===== src/rtl/fir_out_conditioner.sv =====
// -----------------------------------------------------------------------------
// fir_out_conditioner
//
// Output conditioning stage for the fir block. The FIR produces a 36-bit signed
// y_out stream with no backpressure. This block optionally decimates it, rounds
// and scales each kept sample (half toward +inf, then arithmetic right shift)
// and saturates it to OUT_W bits. Results go into a small first-word-fall-through
// FIFO with a valid/ready handshake, so a consumer that stalls for a while does
// not lose data. When the FIFO does overflow, the sample is dropped and a sticky
// flag is raised. Saturation events are counted.
//
// Pipeline:
//   y_in/y_vld --(decimate)--> stage 1: round/shift/saturate --> stage 2: FIFO push
//   A kept sample that is sampled at edge N is visible on dout after edge N+1.
//
// Ports:
//   clk        in   1               rising-edge clock
//   reset      in   1               asynchronous active-low reset
//   y_in       in   IN_W            signed FIR output sample
//   y_vld      in   1               y_in valid this cycle
//   clr_flags  in   1               synchronous clear of ovf and sat_cnt
//   dout       out  OUT_W           head-of-FIFO sample (0 while FIFO empty)
//   dout_vld   out  1               FIFO not empty
//   dout_rdy   in   1               consumer accepts dout when dout_vld=1
//   level      out  $clog2(DEPTH)+1 FIFO occupancy, 0..DEPTH
//   ovf        out  1               sticky: a sample was dropped on a full FIFO
//   sat_cnt    out  16              saturated kept samples, sticks at 0xFFFF
// -----------------------------------------------------------------------------
module fir_out_conditioner #(
  parameter int IN_W  = 36,
  parameter int OUT_W = 16,
  parameter int SHIFT = 8,
  parameter int DEPTH = 8,
  parameter int DECIM = 1
) (
  input  logic                     clk,
  input  logic                     reset,
  input  logic signed [IN_W-1:0]   y_in,
  input  logic                     y_vld,
  input  logic                     clr_flags,
  output logic signed [OUT_W-1:0]  dout,
  output logic                     dout_vld,
  input  logic                     dout_rdy,
  output logic [$clog2(DEPTH):0]   level,
  output logic                     ovf,
  output logic [15:0]              sat_cnt
);

  localparam int AW = $clog2(DEPTH);
  localparam int LW = AW + 1;
  localparam int DW = (DECIM > 1) ? $clog2(DECIM) : 1;
  // Width of the bits that must all agree with the sign for a value to fit.
  localparam int HW = IN_W - OUT_W + 2;

  // Rounding constant 2^(SHIFT-1); shifting a one up and back down by one
  // yields exactly zero when SHIFT is 0, so no rounding happens then.
  localparam logic [IN_W:0] RND_ONE = {{IN_W{1'b0}}, 1'b1};
  localparam logic [IN_W:0] RND     = (RND_ONE << SHIFT) >> 1;

  // ---------------------------------------------------------------------------
  // Elaboration-time parameter sanity
  // ---------------------------------------------------------------------------
  if (DEPTH < 2 || (DEPTH & (DEPTH - 1)) != 0) begin : g_bad_depth
    $error("fir_out_conditioner: DEPTH must be a power of two and >= 2");
  end
  if (DECIM < 1) begin : g_bad_decim
    $error("fir_out_conditioner: DECIM must be >= 1");
  end
  if (OUT_W < 2 || OUT_W > IN_W || SHIFT < 0 || SHIFT >= IN_W) begin : g_bad_width
    $error("fir_out_conditioner: need 2 <= OUT_W <= IN_W and 0 <= SHIFT < IN_W");
  end

  // ---------------------------------------------------------------------------
  // Decimation: dcnt counts valid input cycles modulo DECIM; phase 0 is kept.
  // ---------------------------------------------------------------------------
  logic [DW-1:0] dcnt;
  logic          keep;

  assign keep = y_vld && (dcnt == '0);

  // NOTE: clocked state uses non-blocking assignments so every register samples
  // the pre-edge values of the others, independent of statement order.
  always_ff @(posedge clk or negedge reset) begin
    if (!reset) begin
      dcnt <= '0;
    end else if (y_vld) begin
      dcnt <= (dcnt == DW'(DECIM - 1)) ? '0 : dcnt + 1'b1;
    end
  end

  // ---------------------------------------------------------------------------
  // Stage 1 datapath: round, shift, saturate (combinational, registered below)
  // The sum is formed one bit wider than the input so the rounding add can
  // never wrap.
  // ---------------------------------------------------------------------------
  logic signed [IN_W:0]  y_ext;
  logic signed [IN_W:0]  y_sum;
  logic signed [IN_W:0]  y_shr;
  logic [HW-1:0]         y_hi;
  logic                  y_fits;
  logic [OUT_W-1:0]      cond_val;
  logic                  cond_sat;

  assign y_ext = {y_in[IN_W-1], y_in};
  assign y_sum = y_ext + RND;
  assign y_shr = y_sum >>> SHIFT;

  // The result fits in OUT_W bits when every bit from the OUT_W sign position
  // upward is a copy of the sign.
  assign y_hi   = y_shr[IN_W:OUT_W-1];
  assign y_fits = (y_hi == '0) || (y_hi == '1);

  // NOTE: every signal driven from always_comb gets a default first, so no
  // path through the block can leave it unassigned and infer a latch.
  always_comb begin
    cond_val = y_shr[OUT_W-1:0];
    cond_sat = 1'b0;
    if (!y_fits) begin
      cond_sat = 1'b1;
      // Positive overflow clamps to max (0111..), negative to min (1000..).
      cond_val = {y_shr[IN_W], {(OUT_W-1){~y_shr[IN_W]}}};
    end
  end

  logic             s1_vld;
  logic [OUT_W-1:0] s1_data;
  logic             s1_sat;

  always_ff @(posedge clk or negedge reset) begin
    if (!reset) begin
      s1_vld  <= 1'b0;
      s1_data <= '0;
      s1_sat  <= 1'b0;
    end else begin
      s1_vld <= keep;
      if (keep) begin
        s1_data <= cond_val;
        s1_sat  <= cond_sat;
      end
    end
  end

  // ---------------------------------------------------------------------------
  // Stage 2: FIFO push/pop control
  // A pop makes room in the same cycle, so a full FIFO can still accept a push
  // when the consumer is draining it. An empty FIFO cannot pop (dout_vld=0).
  // ---------------------------------------------------------------------------
  logic [OUT_W-1:0] mem [DEPTH];
  logic [AW-1:0]    wptr;
  logic [AW-1:0]    rptr;
  logic [LW-1:0]    cnt;
  logic             full;
  logic             pop;
  logic             push;
  logic             drop;

  assign full = (cnt == LW'(DEPTH));
  assign pop  = dout_vld && dout_rdy;
  assign push = s1_vld && (!full || pop);
  assign drop = s1_vld && full && !pop;

  // NOTE: the storage array has no reset; the pointers and occupancy counter
  // define which entries are meaningful, so clearing the data buys nothing.
  always_ff @(posedge clk) begin
    if (push) begin
      mem[wptr] <= s1_data;
    end
  end

  // Pointers wrap naturally because DEPTH is a power of two.
  always_ff @(posedge clk or negedge reset) begin
    if (!reset) begin
      wptr <= '0;
      rptr <= '0;
      cnt  <= '0;
    end else begin
      if (push) begin
        wptr <= wptr + 1'b1;
      end
      if (pop) begin
        rptr <= rptr + 1'b1;
      end
      unique case ({push, pop})
        2'b10:   cnt <= cnt + 1'b1;
        2'b01:   cnt <= cnt - 1'b1;
        default: cnt <= cnt;
      endcase
    end
  end

  assign dout_vld = (cnt != '0);
  assign level    = cnt;
  // Forced to zero while empty so the output is clean after reset.
  assign dout     = dout_vld ? mem[rptr] : '0;

  // ---------------------------------------------------------------------------
  // Status flags. A clear and a new event in the same cycle leave the flag set
  // (the clear is applied first, then the event).
  // ---------------------------------------------------------------------------
  logic        sat_event;
  logic [15:0] sat_base;
  logic [15:0] sat_next;

  assign sat_event = s1_vld && s1_sat;

  always_comb begin
    sat_base = clr_flags ? 16'h0000 : sat_cnt;
    sat_next = sat_base;
    if (sat_event && (sat_base != 16'hFFFF)) begin
      sat_next = sat_base + 16'h0001;
    end
  end

  always_ff @(posedge clk or negedge reset) begin
    if (!reset) begin
      ovf     <= 1'b0;
      sat_cnt <= '0;
    end else begin
      sat_cnt <= sat_next;
      if (drop) begin
        ovf <= 1'b1;
      end else if (clr_flags) begin
        ovf <= 1'b0;
      end
    end
  end

endmodule


===== config.mk =====
export PLATFORM = sky130hd
export DESIGN_NAME = fir_out_conditioner
export DESIGN_NICKNAME = d
export VERILOG_FILES = /design/src/rtl/fir_out_conditioner.sv
export SDC_FILE = /design/constraint.sdc
export NUM_CORES = 1
export LEC_CHECK = 0
export BUFFER_PORTS_ARGS = -buffer_cell sky130_fd_sc_hd__buf_4
export CAP_MARGIN = 20
export CORE_AREA = 8 8 95 183
export CTS_BUF_LIST = sky130_fd_sc_hd__clkbuf_16
export DETAILED_ROUTE_END_ITERATION = 8
export DIE_AREA = 0 0 103 191
export PLACE_DENSITY = 0.74
export SLEW_MARGIN = 20
export SYNTH_ARGS = -nofsm -noshare
export SYNTH_HDL_FRONTEND = slang
export SYNTH_SLANG_ARGS = --single-unit

===== constraint.sdc =====
create_clock -name clk -period 3.81 [get_ports clk]
set_clock_uncertainty 0.15 [all_clocks]
set_input_delay 0.5715 -clock clk [delete_from_list [all_inputs] [get_ports clk]]
set_output_delay 0.5715 -clock clk [all_outputs]
set_load 0.01 [all_outputs]

## After elaboration in Yosys (flattened, before gate mapping)

Memories as Yosys holds them, arrays and structs flattened.
Index checks and enable logic that the tools add are counted.

- Add/sub/neg operators: 7
- Eq/ne operators: 5
- Mux-type cells: 11
- Bitwise gates (word level): 2
- Reductions and logical operators: 15

Operators with widths:

| operator | number |
|---|---|
| two-way mux 16 bit | 4 |
| adder 36 x 9 -> 37 bit, second input constant | 1 |
| == test 22 bit, second input constant | 1 |
| logical NOT 22 bit | 1 |
| adder 16 x 1 -> 16 bit, second input constant | 1 |
| != test 16 bit, second input constant | 1 |
| case mux 4 bit (2 select lines) | 1 |
| logical AND 1 bit | 7 |
| adder 3 x 1 -> 3 bit, second input constant | 2 |
| two-way mux 1 bit | 6 |
| adder 4 x 1 -> 4 bit, second input constant | 1 |
| == test 4 bit, second input constant | 1 |
| nonzero test 2 bit | 2 |
| nonzero test 4 bit | 1 |
| subtractor 4 x 1 -> 4 bit, second input constant | 1 |
| == test 2 x 1 -> 1 bit, second input constant | 1 |
| == test 2 bit, second input constant | 1 |
| logical NOT 1 bit | 2 |
| logical OR 1 bit | 2 |
| NOT 1 bit | 2 |
| adder 1 bit, second input constant | 1 |

- Register bits: 46
- Memory bits (writable): 128
- Input bits: 41
- Word-level logic and storage cells: 50
- Memories kept: 1

Memory list:

| memory | depth | bits a word | read ports | clocked after Yosys merged registers in | write ports | line | RTL |
|---|---|---|---|---|---|---|---|
| mem | 8 | 16 | 1 | 0 | 1 | 148 | `logic [OUT_W-1:0] mem [DEPTH];` |

## Depth between registers and ports, before layout

- Depth after elaboration: 6
- Mapped depth: 11
- Mapped depth without buffers: 11

## Worst setup path after synthesis

No wires, ideal clock.

- Path kind: input -> register
- Start point: input y_in[9]
- End point: register s1_data[10]
- Data arrival time: 2.752 ns
- Setup slack: 0.804 ns
- Cell stages on the path: 9
- Cells stage by stage: buf_4 > nand3_1 > or4_1 > o31a_1 > a211oi_2 > o211ai_4 > buf_6 > or4_1 > o311ai_1

- Word-level cells in the longest chain between the ends: 4

Ends and longest elaborated chain:

| item | line | RTL |
|---|---|---|
| start, declared | 38 | `input logic signed [IN_W-1:0] y_in,` |
| adder 36 x 9 -> 37 bit (*) | 105 | `assign y_sum = y_ext + RND;` |
| == test 22 bit / logical NOT 22 bit (equally long branches) | 111 | `assign y_fits = (y_hi == '0) \|\| (y_hi == '1);` |
| logical OR 1 bit | 111 |  |
| two-way mux 16 bit (*) | 118 | `if (!y_fits) begin` |
| end signal, assigned | 137 | `s1_data <= cond_val;` |
| end, declared | 126 | `logic [OUT_W-1:0] s1_data;` |

Mark *: on every way between the ends. The rest lies on a longest branch, timed or not.
A chain may end at the register's enable or synchronous reset.

## Final worst setup path

- Start point: register rptr[0]
- End point: output dout[7]

- Word-level cells in the longest chain between the ends: 2

Ends and longest elaborated chain:

| item | line | RTL |
|---|---|---|
| start, declared | 150 | `logic [AW-1:0] rptr;` |
| start signal, assigned | 181 | `rptr <= rptr + 1'b1;` |
| memory read (8 x 16 bit) | n/a |  |
| two-way mux 16 bit | 194 | `assign dout = dout_vld ? mem[rptr] : '0;` |
| end, declared | 41 | `output logic signed [OUT_W-1:0] dout,` |

No other way between the ends.

==> summary.txt <==
Timing
  – Slew HR: 35.3%
  – Fin crit period: 3.16 ns
  – Final worst path period share: 82.9%
  – Final setup fails: 0
  – Slew Viols, Final: 0
  – Final Hold Fails: 0
  – Final setup margin: 0.651 ns
  – Worst-case hold slack: 0.00646 ns
  – RSZ-0062 raised after global routing: no
  – Slew @ Worst Pin: 0.966 ns
  – TNS Setup: 0 ns
  – Max Clk Rate: roughly 320 MHz

Power and ir drop
  – Total power: 6.13 mW
  – Worst IR Drop VDD: between 0.4 and 0.5 mV
  – Static Leak: about 3.4 nW
  – Pwr dens: 642 mW/mm^2

Routing
  – Vias after detailed routing: about 5200
  – Pre-antenna DRT Iters: 4
  – Routed vias/inst: around 6
  – # DRC: 0
  – Final ANT Viol Nets: 0
  – Total detailed-routing wirelength: 17800 microns
  – WL/cell: 20.5 microns
  – Initial DRC count: 370

GRT
  – Vias in the first global route: 5320
  – Initial antenna violation count: 0
  – Total gr overflow: 0
  – Maximum number of pins on one net before global-route repair: 47
  – First-pass GRT wire length: 28600 microns
  – GRT Util Overall: 19.3%

Synthesis
  – Mapped Nets: between 600 and 700
  – Synth cell types: slightly above 60
  – Async SR Flop Fraction: between 20% and 30%
  – Synth area leaders: edfxtp_1 (48%), dfrtp_1 (14%), mux4_2 (8.9%), nor2_1 (2.4%), mux2i_1 (2.1%)
  – Most frequent cells after synthesis: edfxtp_1 (128), nor2_1 (52), dfrtp_1 (45)
  – Post-Syn Area: between 0.008 and 0.009 sq mm
  – Synth Flop Type: edfxtp_1
  – Yosys warnings: 0
  – Synth top area share: 47.6%
  – FF+latch count, synth: roughly 170
  – EDFF count, synth: roughly 130
  – Largest area contributor in the netlist: edfxtp_1
  – Syn_area_per_cell: 14.0 sq um
  – Seq/Total Area, Yosys: 61.5%
  – Post-Syn Instances: 577
  – Most frequent cell after synthesis: edfxtp_1

Critical path
  – Crit-path max FO: 20
  – Flop2flop setup slack: 1.14 ns
  – Arr. time, crit path: 2.44 ns
  – Critical Path RT: 3.09 ns
  – Crit path launch type: register
  – Setup CP Type: register to output port
  – Worst Reg-to-Reg Cells: 10
  – Worst setup EP type: output port
  – Critical R2R Capture: level[3]$_DFFE_PN0P_
  – R2r startpoint: level[2]$_DFFE_PN0P_

Place
  – Dpl cells: ~840
  – Port bufs: 71
  – Placed cell areas: 0.00889 sq mm
  – HPWL after detailed placement: 11500 microns
  – GPL Wtd Cong: 0.907
  – Setup WS pre-CTS: 0.461 ns

Final layout
  – Util after Layout: between 60% and 70%
  – Final net count: a little over 700
  – Antenna Cells: 0
  – Post-route non-filler standard cell count: 867
  – Register area: 0.00497 sq mm
  – FILL cells: 1223
  – Layout area overhead: 18.1%
  – Share of layout cells above drive strength 1: 26.0%
  – Multi-input gate area: slightly below 0.003 sq mm
  – Final instance area: about 0.0095 sq mm

Clock network
  – Post-CTS setup buffer count: 0
  – Clock root buffer: clkbuf_16
  – Post-CTS Hold Buffers: 0
  – TritonCTS clock tree: built
  – CTS max path bufs: 2
  – PostCTS Resize Cnt: 0
  – Clk Latency, worst-skew pair: about 0.42 ns
  – Clk sink count: 173
  – CTS Buf Count: 17
  – H-tree levels: 4
  – Clk slew on worst S/H paths: 0.07 ns

Floorplan
  – Initial core utilization: 53.7%
  – # IOs: 79
  – Die Wd: 103 microns
  – Die Span Y: ~190 microns
  – Die area: 0.0197 sq mm
  – Core Area: between 0.015 and 0.02 sq mm
  – Row Count: between 60 and 70

Hold path
  – Hold WC Path Type: primary input to asynchronous set/reset pin

Job
  – Max_cap viols: 0

Outcome
  – Status: completed
==> metal layers <==
metal	track usage [%]	up-vias	routed length, microns
li1	-	2410	-
met5	0	-	0
met3	3.54	17	752
met4	5.78	0	291
met2	32.8	153	9530
met1	24.2	2654	7200
==> worst max-delay path, stage by stage (launching register included) <==
cell     delay (ns)
dfrtp_2        0.80
buf_4          0.34
mux4_2         0.52
mux2i_1        0.15
nor2_1         0.06
buf_4          0.15
==> how the worst max path moves through the flow <==
stage / start / end / slack, ns / cells after the start
3_5_place_dp: y_in[7] / s1_data[9]$_DFFE_PN0P_ / 0.46 / 9
4_1_cts: rptr[0]$_DFFE_PN0N_ / dout[7] / 0.57 / 5
6_report: rptr[0]$_DFFE_PN0N_ / dout[7] / 0.65 / 5
5_1_grt: rptr[0]$_DFFE_PN0N_ / dout[10] / 0.45 / 5
3_3_place_gp: y_in[7] / s1_data[4]$_DFFE_PN0P_ / 0.51 / 9
2_1_floorplan: y_in[9] / s1_data[10]$_DFFE_PN0P_ / 0.80 / 9
==> cell usage in the layout (no fill, tap or decap), drive strengths merged, types with 7 or more instances in the layout <==
master | netlist | routed
buf | 10 | 90
o21ai | 7 | 7
nand2 | 39 | 39
xor2 | 19 | 19
a21oi | 9 | 9
mux4 | 32 | 32
or4 | 15 | 15
mux2i | 17 | 17
ha | 7 | 7
dfrtp | 45 | 45
nand3 | 16 | 16
nor4 | 11 | 11
xnor2 | 17 | 17
nand4 | 28 | 28
clkbuf | 20 | 17
inv | 13 | 19
nor3 | 9 | 9
and3 | 8 | 8
edfxtp | 128 | 128
o311ai | 14 | 14
nor2 | 52 | 52
nor2b | 7 | 7
or3 | 7 | 7
==> cell families (layout without fill, tap and decap cells) <==
kind of cell	Yosys count	count (layout)	synth area share, %
and+or+nand+nor	211	211	14.4
xor gates and xnor gates	36	36	3.90
buffers and inverters	43	135	2.20
AOI/OAI and AO/OA	55	55	5.39
adders and majority gates	8	8	1.33
DFF	173	173	61.5
muxes	51	51	11.3
==> cell type report <==
cell class | count | share of cell area [%]
well taps | 198 | 2.60
inverters | 13 | 0.511
clock inverters | 15 | 2.37
clock buffers | 17 | 4.46
multi-input cells | 361 | 30.9
flip-flops and latches | 173 | 52.1
repair buffers | 90 | 7.08
==> sequential cells by signal (all words and copies together), names as in the netlist <==
| name | cells |
|---|---|
| sat_cnt | 16 |
| ovf | 1 |
| level | 4 |
| wptr | 3 |
| s1_vld | 1 |
| s1_data | 16 |
| rptr | 3 |
| s1_sat | 1 |
| mem | 128 |
==> report_power, final <==
part / switching (mW) / internal [mW]
clock network: 0.751 / 1.12
registers: 0.243 / 2.31
logic: 0.825 / 0.874
total: 1.82 / 4.31
Power figures use the tool's default switching activity.
